File: src/rtl/uart_tx_scheduler_pkg.sv
// Shared types for the UART transmit scheduler: source ids, FSM states, byte type.
// Pure declarations; no logic, no latency.
package uart_tx_scheduler_pkg;

  typedef enum logic {
    KEYBOARD = 1'b0,
    REPLY    = 1'b1
  } TxSource_t;

  typedef enum logic [1:0] {
    IDLE      = 2'd0,
    START     = 2'd1,
    WAIT_BUSY = 2'd2,
    WAIT_DONE = 2'd3
  } TxSchedState_t;

  typedef logic [7:0] UartByte_t;

endpackage

File: src/rtl/uart_tx_scheduler_fifo.sv
// Registered byte FIFO; a push is visible one edge later, push+pop on one edge both honoured.
// Push while full without a simultaneous pop is discarded; the caller decides what that means.
module byte_fifo
  import uart_tx_scheduler_pkg::*;
#(
  parameter int DEPTH = 8
) (
  input  logic                     clk,
  input  logic                     rst,
  input  logic                     push_i,
  input  UartByte_t                wdata_i,
  input  logic                     pop_i,
  output UartByte_t                rdata_o,
  output logic                     full_o,
  output logic                     empty_o,
  output logic [$clog2(DEPTH):0]   count_o
);

  localparam int AW = $clog2(DEPTH);

  UartByte_t         mem_q [DEPTH];
  logic [AW-1:0]     wr_ptr_q, rd_ptr_q;
  logic [AW:0]       count_q;
  logic              do_push, do_pop;

  assign empty_o = (count_q == '0);
  assign full_o  = (count_q == (AW+1)'(DEPTH));
  assign count_o = count_q;
  assign rdata_o = mem_q[rd_ptr_q];

  // A pop frees the slot on the same edge, so a full FIFO still takes a push then.
  assign do_pop  = pop_i && !empty_o;
  assign do_push = push_i && (!full_o || do_pop);

  always_ff @(posedge clk) begin
    if (do_push) mem_q[wr_ptr_q] <= wdata_i;
  end

  always_ff @(posedge clk) begin
    if (rst) begin
      wr_ptr_q <= '0;
      rd_ptr_q <= '0;
      count_q  <= '0;
    end else begin
      if (do_push) wr_ptr_q <= wr_ptr_q + 1'b1;
      if (do_pop)  rd_ptr_q <= rd_ptr_q + 1'b1;
      case ({do_push, do_pop})
        2'b10:   count_q <= count_q + 1'b1;
        2'b01:   count_q <= count_q - 1'b1;
        default: count_q <= count_q;
      endcase
    end
  end

endmodule

File: src/rtl/uart_tx_scheduler.sv
// Round-robin arbiter sharing one UART transmitter between keyboard bytes and parser replies.
// Queued byte reaches txStart two cycles after its push; reply source is throttled by replyReady.
module uart_tx_scheduler
  import uart_tx_scheduler_pkg::*;
#(
  parameter int FIFO_DEPTH    = 8,
  parameter int START_TIMEOUT = 4
) (
  input  logic        clk,
  input  logic        rst,
  input  logic        kbValid,
  input  logic [7:0]  kbData,
  input  logic        replyValid,
  input  logic [7:0]  replyData,
  output logic        replyReady,
  output logic        txStart,
  output logic [7:0]  txData,
  input  logic        txBusy,
  output logic [7:0]  kbDropCount,
  output logic [15:0] sentCount
);

  localparam int CNTW = $clog2(FIFO_DEPTH) + 1;
  localparam int TW   = $clog2(START_TIMEOUT + 1);

  TxSchedState_t state_q, state_d;
  TxSource_t     last_q, last_d;
  logic [TW-1:0] tmo_q, tmo_d;
  logic          start_q, start_d;
  UartByte_t     data_q, data_d;
  logic [15:0]   sent_q, sent_d;
  logic [7:0]    drop_q, drop_d;

  UartByte_t     kb_rdata, reply_rdata;
  logic          kb_full, kb_empty, reply_full, reply_empty;
  logic          kb_pop, reply_pop, kb_drop;
  logic [CNTW-1:0] kb_count, reply_count;
  logic          unused_counts;

  assign unused_counts = ^{kb_count, reply_count};

  byte_fifo #(.DEPTH(FIFO_DEPTH)) u_kb_fifo (
    .clk     (clk),
    .rst     (rst),
    .push_i  (kbValid),
    .wdata_i (kbData),
    .pop_i   (kb_pop),
    .rdata_o (kb_rdata),
    .full_o  (kb_full),
    .empty_o (kb_empty),
    .count_o (kb_count)
  );

  byte_fifo #(.DEPTH(FIFO_DEPTH)) u_reply_fifo (
    .clk     (clk),
    .rst     (rst),
    .push_i  (replyValid && replyReady),
    .wdata_i (replyData),
    .pop_i   (reply_pop),
    .rdata_o (reply_rdata),
    .full_o  (reply_full),
    .empty_o (reply_empty),
    .count_o (reply_count)
  );

  assign replyReady  = !reply_full;
  assign kb_drop     = kbValid && kb_full && !kb_pop;
  assign txStart     = start_q;
  assign txData      = data_q;
  assign kbDropCount = drop_q;
  assign sentCount   = sent_q;

  always_comb begin
    state_d   = state_q;
    last_d    = last_q;
    tmo_d     = tmo_q;
    start_d   = 1'b0;
    data_d    = data_q;
    sent_d    = sent_q;
    kb_pop    = 1'b0;
    reply_pop = 1'b0;
    drop_d    = (kb_drop && drop_q != 8'hFF) ? drop_q + 8'd1 : drop_q;

    case (state_q)
      IDLE: begin
        // Never start while the transmitter is still shifting, e.g. after a mid-frame reset.
        if (!txBusy && (!kb_empty || !reply_empty)) begin
          if (!kb_empty && (reply_empty || last_q == REPLY)) begin
            kb_pop = 1'b1;
            data_d = kb_rdata;
            last_d = KEYBOARD;
          end else begin
            reply_pop = 1'b1;
            data_d    = reply_rdata;
            last_d    = REPLY;
          end
          start_d = 1'b1;
          sent_d  = sent_q + 16'd1;
          state_d = START;
        end
      end
      START: begin
        tmo_d   = '0;
        state_d = WAIT_BUSY;
      end
      WAIT_BUSY: begin
        // A transmitter that never showed busy is assumed to have finished already.
        if (txBusy) begin
          state_d = WAIT_DONE;
        end else if (tmo_q == TW'(START_TIMEOUT - 1)) begin
          state_d = IDLE;
        end else begin
          tmo_d = tmo_q + 1'b1;
        end
      end
      WAIT_DONE: begin
        if (!txBusy) state_d = IDLE;
      end
      default: state_d = IDLE;
    endcase
  end

  always_ff @(posedge clk) begin
    if (rst) begin
      state_q <= IDLE;
      last_q  <= REPLY;
      tmo_q   <= '0;
      start_q <= 1'b0;
      data_q  <= '0;
      sent_q  <= '0;
      drop_q  <= '0;
    end else begin
      state_q <= state_d;
      last_q  <= last_d;
      tmo_q   <= tmo_d;
      start_q <= start_d;
      data_q  <= data_d;
      sent_q  <= sent_d;
      drop_q  <= drop_d;
    end
  end

endmodule
File: config.mk
export PLATFORM = sky130hd
export DESIGN_NAME = uart_tx_scheduler
export DESIGN_NICKNAME = d
export VERILOG_FILES = /design/src/rtl/uart_tx_scheduler_pkg.sv /design/src/rtl/uart_tx_scheduler_fifo.sv /design/src/rtl/uart_tx_scheduler.sv
export SDC_FILE = /design/constraint.sdc
export NUM_CORES = 1
export LEC_CHECK = 0
export CAP_MARGIN = 20
export CORE_MARGIN = 5
export CORE_UTILIZATION = 45
export CTS_CLUSTER_SIZE = 12
export DETAILED_ROUTE_END_ITERATION = 6
export GPL_TIMING_DRIVEN = 0
export PLACE_DENSITY_LB_ADDON = 0.2
export REMOVE_ABC_BUFFERS = 1
export SLEW_MARGIN = 20
export SYNTH_ARGS = -nofsm -noshare
export SYNTH_HDL_FRONTEND = slang
export SYNTH_HIERARCHICAL = 1
export SYNTH_SLANG_ARGS = --single-unit
File: constraint.sdc
create_clock -name clk -period 5.8 [get_ports clk]
set_input_delay 0.87 -clock clk [delete_from_list [all_inputs] [get_ports clk]]
set_output_delay 0.87 -clock clk [all_outputs]
set_load 0.02 [all_outputs]
==> metrics.cfg, run 1 <==
[pwr]
power_leakage_nw = 3.24
ir_worst_vdd_mv = 0.250
power_density_mw_per_mm2 = 395
power_mw = 3.79

[sta]
relSlewSlack = 0.331
final_max_slew_viol_count = 0
hold_viol_final = 0
tns_ns = 0
tightest_slew_ns = 1.00
setup_ws_ns = 1.92
fin_crit_ns = 3.88
timing.clock.skew_ns = 0.00965
layout_worst_path_cycle_share = 0.669
setup_viol = 0
rsz0062_at_grt = no
fmax_mhz = 258

[yosys]
synth_area_leader_cell = edfxtp_1
synth-compound-area-share = 0.0624
ys_ff_latch = 193
syn_inst = 555
synthTopCellsByArea = edfxtp_1 (47%), dfxtp_1 (16%), mux4_1 (6.4%)
synthAdderAreaFrac = 0.0231
yosysUniqueCellTypes = 55
async_flop_share = 0
synth_top_family_by_area = multiplexers
synth_top_area_frac = 0.468
yosys_warnings = 6
synth_xor_area_frac = 0.0245
synthFlopType = edfxtp_1
avgSynthCellArea_um2 = 14.8
synth_mux_area_frac = 0.140
synth_edf_count = 128
netlist_area_mm2 = 0.00822
yosys.area_share.simple = 0.0956
synth-seq-area-share = 0.626

[setup_path]
crit_path_start = txBusy
cp_top_family = compound AO/OA/AOI/OAI gates
startpoint_type = primary input
crit_path_end_kind = flip-flop
r2r-start = u_kb_fifo/count_o[1]$_SDFFE_PP0P_
reg2reg_to = u_reply_fifo/count_o[3]$_SDFFE_PP0P_
slowest_delay_ns = 0.68
critical_path_buf_inv_count = 3
cp_cell_sequence = clkdlybuf4s50_1 -> a2111oi_4 -> buf_6 -> and2_1 -> o21ai_2 -> or2_2 -> inv_1 -> ha_1 -> a21oi_1 -> nor4bb_1 -> o21bai_1 -> a31oi_1
rr_worst_depth = 13
r2r_setup_slack_ns = 1.92
cp.required_ns = 6.15
crit_path_end = u_reply_fifo/count_o[3]$_SDFFE_PP0P_
crit_cells = 12
cp_max_fo = 9
cp_data_arrival_time_ns = 4.23
critPathKind = primary input to flip-flop
crit_slowest_cell = a2111oi_4

[status]
status = finished, final reports clean

[clock_tree]
tritoncts = done
ctsHoldBuffers = 0
clk_latency_ns = 0.43
cts.sinks = 193
post_cts_buffers = 0
cts_max_level = 4
clock_path_buffers = 2
cts_buffers = 17
cts.clk_slew.worst_paths_ns = 0.07
root_buffer = clkbuf_16
ctsResizeCount = 0

[job]
maxCapViolCount = 0

[global_route]
grt_max_degree = 32
grt-ovfl-total = 0
antenna_found_initial = 0
grt_util_all_layers = 0.152
grt_pass1_vias = 4784
grt_pass1_wl_um = 25300

[place]
routabilityCongestion = 0.765
placedCellCount = 819
io_buffers = 54
pre_cts_ws_ns = 1.52
dpl.hpwl_um = 10600

[drt]
drt-initial-drc-count = 313
via_count = 4826
drt_wl_total_um = 15800
ant_nets = 0
dr.pass1.iters = 4
wl_per_cell_um = 18.6
post_drt_via_cell_ratio = 5.67
drc = 0

[final_layout]
final_layout_size_suffix_gt1_frac = 0.156
antenna_cells = 0
layout_commonest_cell = edfxtp_1
n_fill_cell = 1454
seq_area_mm2 = 0.00514
nets = 644
most-common-layout-cells = edfxtp_1 (128), dfxtp_1 (65), nor2_1 (56), clkdlybuf4s50_1 (53), mux4_1 (20)
area_delta_synth_final_pct = 16.8
multi_input_area_mm2 = 0.00289
final_cells = 851

[die]
dieArea_mm2 = 0.0211
initial_core_util = 0.458
die_x_um = 145
die_y_um = 145
core_area_mm2 = 0.0180
ioPinCount = 55
rows = 49

[worst_hold_path]
hold_path.class = flip-flop to flip-flop

[how the worst min path moves through the flow]
stage | startpoint | to | depth (start not counted) | slack [ns]
after global routing | tmo_q[1]$_SDFFE_PP0P_ | tmo_q[1]$_SDFFE_PP0P_ | 2 | 0.51
after detailed placement | tmo_q[0]$_SDFFE_PP0P_ | tmo_q[0]$_SDFFE_PP0P_ | 2 | 0.47
after CTS | tmo_q[0]$_SDFFE_PP0P_ | tmo_q[0]$_SDFFE_PP0P_ | 2 | 0.49
after floorplan | tmo_q[1]$_SDFFE_PP0P_ | tmo_q[1]$_SDFFE_PP0P_ | 2 | 0.45
after global placement | tmo_q[1]$_SDFFE_PP0P_ | tmo_q[1]$_SDFFE_PP0P_ | 2 | 0.46
final | tmo_q[0]$_SDFFE_PP0P_ | tmo_q[0]$_SDFFE_PP0P_ | 2 | 0.48
[registers in the layout (all words and copies together), names as in the netlist, named ones only]
| register | count |
|---|---|
| tmo_q | 3 |
| u_kb_fifo/count_o | 4 |
| u_reply_fifo/wr_ptr_q | 3 |
| u_reply_fifo/mem_q | 64 |
| txData | 8 |
| last_q | 1 |
| txStart | 1 |
| sentCount | 16 |
| u_kb_fifo/wr_ptr_q | 3 |
| u_kb_fifo/mem_q | 64 |
| u_reply_fifo/count_o | 4 |
| u_reply_fifo/rd_ptr_q | 3 |
| u_kb_fifo/rd_ptr_q | 3 |
| kbDropCount | 8 |
| state_q | 2 |
[cell usage after synthesis, types with 3 or more instances]
library cell    n
edfxtp_1      128
dfxtp_1        65
nor2_1         56
mux4_1         20
a21oi_1        18
mux2_2         17
mux2i_1        16
nand3_1        15
xor2_1         15
inv_1          13
nand2_1        13
ha_1           12
mux4_2         12
nor3_1         12
a211oi_1       10
or3_1          10
clkbuf_1        9
nand2b_1        9
o21ai_0         9
xnor2_1         8
buf_2           7
and2_1          6
nand4_1         6
o211ai_1        6
buf_6           5
o31ai_1         5
nor4_1          4
a31oi_1         3
o21bai_1        3
or2_2           3
[worst min-delay path: cells and delay by family, from the launching register on]
| kind | cells | cell delay [ns] |
|---|---|---|
| AO/OA/AOI/OAI | 1 | 0.05 |
| AND/OR/NAND/NOR | 1 | 0.06 |
| flip-flops | 1 | 0.33 |
[layer usage]
layer  global-route usage  share of wire  up-vias
met5                    0              0        -
met4               0.0364         0.0080        0
met3               0.0396          0.037       12
met2                0.260           0.51       88
met1                0.194           0.45     2486
li1                     -              -     2240
[where the power goes]
group          switching [mW]  internal, mW  leakage [nW]
combinational           0.450         0.423          1.26
sequential              0.139          1.59          1.69
clock                   0.568         0.622         0.289
[kinds of logic after synthesis]
kind of cell,Yosys count
flops,193
fa+ha+maj,14
xor+xnor,23
mux,65
compound gates,67
buf+inv,41
simple gates,152
[cell type report]
| class | count | share of cell area |
|---|---|---|
| multi-input combinational | 321 | 0.301 |
| clock buffer | 17 | 0.0443 |
| tap | 229 | 0.0298 |
| timing repair buffer | 63 | 0.0646 |
| inverter | 13 | 0.00508 |
| sequential | 193 | 0.536 |
| clock inverter | 15 | 0.0192 |
[stage by stage]
step	hold WS [ns]	utilization	area (um^2)
after global placement	0.462	0.493	8860
final	0.484	0.535	9600
after detailed placement	0.474	0.501	8990
after floorplan	0.445	-	8030
after CTS	0.485	0.535	9600
after global routing	0.505	0.535	9600
No activity file was read; power rests on OpenSTA's default activity.
==> inputs of run 2 (changes only) <==
==> constraint.sdc (replaced) <==
create_clock -name clk -period 3.8 [get_ports clk]
set_input_delay 0.57 -clock clk [delete_from_list [all_inputs] [get_ports clk]]
set_output_delay 0.57 -clock clk [all_outputs]
set_load 0.02 [all_outputs]
==> metrics.cfg, run 2 (synthesis gave the netlist of run 1 again) <==
[final_layout]
area_delta_synth_final_pct = 17.1
layout_commonest_cell = edfxtp_1
most-common-layout-cells = edfxtp_1 (128), dfxtp_1 (65), nor2_1 (54), clkdlybuf4s50_1 (53), mux4_1 (20)
antenna_cells = 0
final_layout_size_suffix_gt1_frac = 0.164
nets = 645
n_fill_cell = 1450

[status]
status = finished, final reports clean

[setup_path]
cp_data_arrival_time_ns = 3.89
crit_path_end_kind = flip-flop
critPathKind = flip-flop to flip-flop
r2r_setup_slack_ns = 0.26
cp_cell_sequence = or3_1 -> nor2_1 -> o21bai_4 -> and2_2 -> o21ai_2 -> or2_2 -> inv_1 -> ha_1 -> a21oi_1 -> nor4bb_1 -> o21bai_1 -> a31oi_1
cp_max_fo = 11
crit_slowest_cell = or3_1
slowest_delay_ns = 0.54
startpoint_type = flip-flop
cp.required_ns = 4.15

[global_route]
grt_pass1_vias = 4784
grt_pass1_wl_um = 25300
antenna_found_initial = 0
grt_max_degree = 32
grt_util_all_layers = 0.151
grt-ovfl-total = 0

[clock_tree]
tritoncts = done
clock_path_buffers = 2
clk_latency_ns = 0.43
cts_max_level = 4
root_buffer = clkbuf_16
cts_buffers = 17
cts.sinks = 193
ctsHoldBuffers = 0
cts.clk_slew.worst_paths_ns = 0.07

[drt]
drt_wl_total_um = 15800
via_count = 4804
drt-initial-drc-count = 260
post_drt_via_cell_ratio = 5.64
wl_per_cell_um = 18.6
drc = 0
ant_nets = 0
dr.pass1.iters = 4

[sta]
hold_ws_ns = 0.484
tightest_slew_ns = 0.995
relSlewSlack = 0.336
fin_crit_ns = 3.54
final_max_slew_viol_count = 0
setup_viol = 0
layout_worst_path_cycle_share = 0.931
setup_ws_ns = 0.263
rsz0062_at_grt = no
hold_viol_final = 0
fmax_mhz = 283
timing.clock.skew_ns = 0.00960

[die]
die_x_um = 145
rows = 49
dieArea_mm2 = 0.0211
initial_core_util = 0.458
die_y_um = 145
core_area_mm2 = 0.0180
ioPinCount = 55

[place]
pre_cts_ws_ns = -0.184
io_buffers = 54
routabilityCongestion = 0.765
dpl.hpwl_um = 10600

[pwr]
ir_worst_vdd_mv = 0.380
power_density_mw_per_mm2 = 604
power_leakage_nw = 3.24

[job]
maxCapViolCount = 0

[worst_hold_path]
hold_path.class = flip-flop to flip-flop

## run 2: metal layers
layer	global-route usage	wire, um	share of wire
met5	0	0	0
met2	0.260	8020	0.51
met3	0.0396	621	0.039
met4	0.0364	133	0.0084
met1	0.193	7050	0.45
## run 2: what timing repair did
action                                  in CTS  in global routing
setup buffers                                1                  0
endpoints found under the setup margin      26                 18
hold endpoints to repair                     0                  0
cloned                                       0                  0
pin swaps                                    1                  0
gates resized for setup                      2                  3
## run 2: cell type report
class | instances | area (um^2) | share of cell area
Sequential cell | 193 | 5140 | 0.534
Timing Repair Buffer | 64 | 628 | 0.0652
Clock buffer | 17 | 425 | 0.0442
Inverter | 13 | 48.8 | 0.00507
Clock inverter | 15 | 184 | 0.0191
Tap cell | 229 | 287 | 0.0298
Multi-Input combinational cell | 321 | 2910 | 0.302
## run 2: stage by stage
| step | utilization | cells | power (mW) | instance area, um^2 | TNS [ns] |
|---|---|---|---|---|---|
| after global placement | 0.493 | 810 | 3.94 | 8860 | -91.25 |
| after floorplan | - | 527 | 3.56 | 8030 | 0 |
| after CTS | 0.535 | 852 | 5.86 | 9620 | 0 |
| final | 0.536 | 852 | 5.82 | 9630 | 0 |
| after detailed placement | 0.501 | 819 | 4.03 | 8990 | -3.48 |
| after global routing | 0.536 | 852 | 6.10 | 9630 | 0 |
## run 2: final timing paths
| path | to | start | cells past startpoint |
|---|---|---|---|
| max | u_reply_fifo/count_o[3]$_SDFFE_PP0P_ | u_kb_fifo/count_o[1]$_SDFFE_PP0P_ | 12 |
| min | tmo_q[0]$_SDFFE_PP0P_ | tmo_q[0]$_SDFFE_PP0P_ | 2 |
| max reg2reg | u_reply_fifo/count_o[3]$_SDFFE_PP0P_ | u_kb_fifo/count_o[1]$_SDFFE_PP0P_ | 12 |
| min reg2reg | tmo_q[0]$_SDFFE_PP0P_ | tmo_q[0]$_SDFFE_PP0P_ | 2 |
## run 2: critical path, delay by kind of cell (launching register included)
kind	cells	cell delay (ns)
flops	1	0.37
fa+ha+maj	1	0.26
buf+inv	1	0.09
compound gates	5	0.98
simple gates	5	1.77
## run 2: where the power goes
group	switching [mW]	internal, mW
registers	0.214	2.43
clock network	0.867	0.949
logic	0.695	0.670
total	1.78	4.04
